===== config.mk =====
export PLATFORM = sky130hd
export DESIGN_NAME = iter_counter
export DESIGN_NICKNAME = d
export VERILOG_FILES = /design/src/rtl/iter_counter.sv
export SDC_FILE = /design/constraint.sdc
export NUM_CORES = 1
export LEC_CHECK = 0
export ABC_AREA = 1
export CAP_MARGIN = 10
export CORE_AREA = 2 2 78 43
export DETAILED_ROUTE_END_ITERATION = 10
export DIE_AREA = 0 0 80 45
export GPL_TIMING_DRIVEN = 0
export PLACE_DENSITY = 0.6
export SYNTH_ARGS = -nofsm -noshare
export SYNTH_HDL_FRONTEND = slang
export SYNTH_SLANG_ARGS = --single-unit

===== constraint.sdc =====
create_clock -name clk -period 3.2 [get_ports clk]
set_input_delay 0.64 -clock clk [delete_from_list [all_inputs] [get_ports clk]]
set_output_delay 0.64 -clock clk [all_outputs]
set_load 0.005 [all_outputs]

===== src/rtl/iter_counter.sv =====
// Iteration counter for multi-cycle datapath units.
// Counts up to, or down from, a terminal value latched at start.
module iter_counter #(
  parameter int WIDTH = 6
) (
  input  logic             clk,
  input  logic             clr_n,
  input  logic             start,
  input  logic             abort,
  input  logic             stall,
  input  logic             mode,
  input  logic [WIDTH-1:0] n,
  output logic [WIDTH-1:0] cnt,
  output logic             busy,
  output logic             last,
  output logic             ready
);

  localparam logic [0:0] IDLE = 1'b0;
  localparam logic [0:0] RUN  = 1'b1;

  localparam logic [WIDTH-1:0] ONE =
    {{(WIDTH-1){1'b0}}, 1'b1};

  logic [0:0]       state_q;
  logic [WIDTH-1:0] cnt_q;
  logic [WIDTH-1:0] n_q;
  logic             mode_q;
  logic             ready_q;
  logic [WIDTH-1:0] term;
  logic             at_term;

  // Down-counting sequences end at zero.
  assign term    = mode_q ? '0 : n_q;
  assign at_term = (cnt_q == term);

  assign cnt   = cnt_q;
  assign busy  = (state_q == RUN);
  assign ready = ready_q;
  assign last  = busy & ~stall & at_term;

  always_ff @(posedge clk or negedge clr_n) begin
    if (!clr_n) begin
      state_q <= IDLE;
      cnt_q   <= '0;
      n_q     <= '0;
      mode_q  <= 1'b0;
      ready_q <= 1'b0;
    end else begin
      ready_q <= 1'b0;
      if (abort) begin
        state_q <= IDLE;
        cnt_q   <= '0;
      end else if (state_q == RUN) begin
        if (!stall) begin
          if (at_term) begin
            state_q <= IDLE;
            ready_q <= 1'b1;
          end else if (mode_q) begin
            cnt_q <= cnt_q - ONE;
          end else begin
            cnt_q <= cnt_q + ONE;
          end
        end
      end else if (start) begin
        state_q <= RUN;
        n_q     <= n;
        mode_q  <= mode;
        cnt_q   <= mode ? n : '0;
      end
    end
  end

endmodule


== After elaboration in Yosys (flattened, before gate mapping) ==
Index checks and enable logic that the tools add are counted.
Widths: inputs -> output; s select.
Storage, ports and cells
  flip-flop bits (word level): 15
  latch bits: 0
  memory bits (writable): 0
  ROM bits: 0
  input bits: 12
  output and inout bits: 9
  word-level logic and storage cells: 35
  memories: 0
Cells by class
  add/subtract/negate cells: 2
  multiply operators: 0
  divide/modulo/power cells: 0
  order comparisons: 0
  equal/unequal tests: 3
  shift-type cells: 0
  mux-type cells: 17
  bitwise operators: 5
  reduce and logical (&&, ||, !) cells: 3
Operators by type and width (number)
  $mux 6: 8
  $mux 1: 9
  $add 6x1->6 const B: 1
  $eq 6x6->1: 1
  $ne 3x3->1 const B: 2
  $reduce_and 3->1: 2
  $sub 6x1->6 const B: 1
  $not 1->1: 3
  $reduce_bool 3->1: 1
  $and 1x1->1: 2

== Depth between registers and ports, before layout ==
  depth in word-level cells: 6
  gate-level depth with buffers: 12
  gate-level depth less buffers: 11

== Worst setup path after synthesis ==
Ideal clock, no wire load.
  kind: reg2out
  start: register mode_q
  end: output port last
  arrival: 1.173 ns
  required time: 2.560 ns
  path slack: 1.387 ns
  stages on the path, launching flop included: 9
  path buffers: 1
  cells stage by stage: dfrtp_1 > inv_2 > buf_6 > nand2_1 > nand2_1 > nand2_1 > nor2_2 > nand2_1 > nor2_1
On the way
  word-level cells in the longest chain between the ends: 3
RTL lines
  from (decl): RTL line 28  | logic mode_q;
  from (signal assigned): RTL line 68  | mode_q <= mode;
  $mux 6: RTL line 34  | assign term = mode_q ? '0 : n_q;
  $eq 6x6->1: RTL line 35  | assign at_term = (cnt_q == term);
  $and 1x1->1: RTL line 40  | assign last = busy & ~stall & at_term;
  to (decl): RTL line 15  | output logic last,
Every way passes these cells.

== Worst setup path in the final report ==
Ends and elaborated chain as after synthesis.

==> reports/metrics.cfg <==
[outcome]
run_status=completed

[detailed_routing]
route.final.wire_length_um=2640
dr.pass1.iters=4
detail_route.drc_violations=0
drt-wirelength-per-cell_um=12.2
route.detailed.vias_per_inst=4.93
detail_route.iter0.violations=72
antenna_violating_nets_post_route=0
via_count=1065

[critical_path]
worst-path-max-fanout=10
crit_chain=inv_2 -> buf_6 -> nand3_1 -> nand2_1 -> nand2_2 -> nor2_4 -> nand2_1 -> nor2_1 -> clkdlybuf4s50_1
critical_path.max_stage_delay_ps=510
slowest_stage=dfrtp_1
worstPathRequired_ps=2560
cp_arrival_ps=2190
worst_setup_ep_type=output pin
setup.worst_path.start_class=flip-flop
critical_path_class=flip-flop to output pin
crit_path_frequent_cell=nand2_1

[cells_and_area]
seqCellArea_sq_um=375
final.fill_count=298
drive_gt1_share_pct=10.2
multi_input_area_sq_um=617
antennaDiodeCount=0
final_area_sq_um=1370
fin_nets=194
layout.core_utilization_pct=47.8
area_added_between_synthesis_and_finish_pct=27.6

[sta]
timing.fmax_ghz=0.354
worst_max_slew_pin_slew_ps=673
pins_over_their_slew_limit=0
finalSetupViolations=0
final_period_minus_worst_setup_slack_ps=2830
min_period_over_period_pct=88.4
rsz0062_at_grt=no
timing_hold_violations_final=0
summed_negative_setup_slack_over_all_endpoints_ps=0
max_slew_margin_pct=55.0
timing.clock.skew_ps=3.65

[power]
power.leakage_nw=0.690
power_per_cell_area_nw_per_um2=601
netSwitchingPower_uw=337
p_sw_share_pct=40.8
power_frac_clock_pct=18.9
ir_drop_v=0.000302
share_seq_of_total_power_pct=34.7
share_comb_of_total_power_pct=46.4
design_power_total_uw=825
p_int_uw=488

[placement]
routabilityCongestion=0.900
placedInstanceArea_sq_um=1330
dp_hpwl_um=2120
io_buffers=20

[cts]
cts_tree=built
cts-root-to-sink-buffers=2
cts_hold_buf=0
cts_buffers=3
cts.clk_slew.worst_paths_ps=60
clock_tree.root_cell=clkbuf_8
worst_skew_pair.late_latency_ps=250
cells_resized_by_post_cts_repair=0
setup_fix_buffers_added_after_clock_tree_synthesis=0
clock_sinks=15
cts_htree_levels=1

[synthesis]
main_flop_type_after_synthesis=dfrtp_1
ys_top_cells_by_area=dfrtp_1, nand2_1, nand3_1
synth_async_sr_flop_share_pct=100
synth_enable_flop_cells=0
synthesis.nets=169
postSynthAreaPerCell_sq_um=7.08
netlist_area_sq_um=1080
sequential_cell_area_fraction_in_the_yosys_report_pct=34.9
yosys.area.top_type_share_pct=34.9
netlist_instances=152
synth_top_cell_by_area=dfrtp_1
postSynthRegisterBits=15
yosysWarningCount=0
synth_most_common_cell=nand2_1
synth_commonest_cells=nand2_1, inv_1, nand3_1
synth.lib_cells_used.distinct=21

[die]
ios=21
dieArea_sq_um=3600
coreArea_sq_um=2870
die_w_um=80
initial_core_util_pct=37.5
floorplan.rows=14
fp.dieH_um=45

[flow_run]
max-cap-violations=0

[grt]
grt_antenna_before_repair=0
globalRouteOverflowTotal=0
pin_count_of_the_biggest_net_entering_global_routing=16
first_pass_grt_wire_length_um=4300
grtUsageTotal_pct=16.3
first_global_vias=912

[worst_hold_path]
hp_class=flip-flop to flip-flop

## layout make-up
class	count	share of cell area, %
multi-input combinational	117	44.9
sequential	15	27.3
timing repair buffer	20	14.6
inverter	18	4.92
tap	40	3.65
clock buffer	3	3.01
buffer	2	1.19
clock inverter	1	0.365
## critical path, delay by kind of cell, from the launching register on
| family | cells | cell delay (ps) |
|---|---|---|
| DFF | 1 | 510 |
| buffers and inverters | 3 | 790 |
| and+or+nand+nor | 6 | 620 |
## final timing paths
check	start	end	slack, ps	depth (start not counted)
worst max-delay path	mode_q	last	370	9
worst min-delay path	n_q[1]	n_q[1]	520	2
worst max register to register	mode_q	cnt[5]	1480	11
worst min register to register	n_q[1]	n_q[1]	520	2
max in group asynchronous	clr_n	cnt[4]	1970	1
min in group asynchronous	clr_n	n_q[0]	800	1
## layer usage
layer / global-route usage (%) / vias up / wire length [um]
met5: 0 / - / 0
met4: 4.75 / 0 / 40
met3: 5.00 / 8 / 219
met2: 24.2 / 40 / 1080
met1: 23.1 / 475 / 1300
li1: - / 542 / -
## layout by cell type, fill, tap and decap left out, drive strengths merged
cell type / synthesis / final
ha: 4 / 4
clkinv: 0 / 1
nand2: 65 / 65
nand4: 5 / 5
buf: 2 / 2
nand3: 18 / 18
a21oi: 4 / 4
inv: 18 / 18
clkbuf: 0 / 3
dfrtp: 15 / 15
mux2: 4 / 4
nand3b: 1 / 1
nor2: 8 / 8
clkdlybuf4s50: 0 / 20
o22ai: 1 / 1
o21ai: 6 / 6
fa: 1 / 1
## registers in the layout, summed over array words and instances, names as in the netlist
signal,count
n_q,6
cnt,6
mode_q,1
ready,1
busy,1
## cell families after synthesis
family,synth area share [%]
AOI/OAI and AO/OA,5.23
adders and majority gates,6.51
buffers and inverters,7.79
DFF,34.9
muxes,4.19
and+or+nand+nor,41.4
## through the flow
step	worst slack, ps	hold slack, ps	cells
2_1_floorplan	1390	344	152
6_report	372	516	216
3_5_place_dp	657	506	212
3_3_place_gp	729	503	212
5_1_grt	214	557	216
4_1_cts	367	524	216
## power by group through the flow
| stage | sequential [mW] | clock [mW] | combinational [mW] |
|---|---|---|---|
| floorplan | 0.276 | 0 | 0.267 |
| CTS | 0.286 | 0.160 | 0.384 |
| global placement | 0.287 | 0 | 0.372 |
| global route | 0.294 | 0.173 | 0.436 |
| finish | 0.286 | 0.156 | 0.383 |
| detailed placement | 0.289 | 0 | 0.382 |
Power figures use the tool's default switching activity.
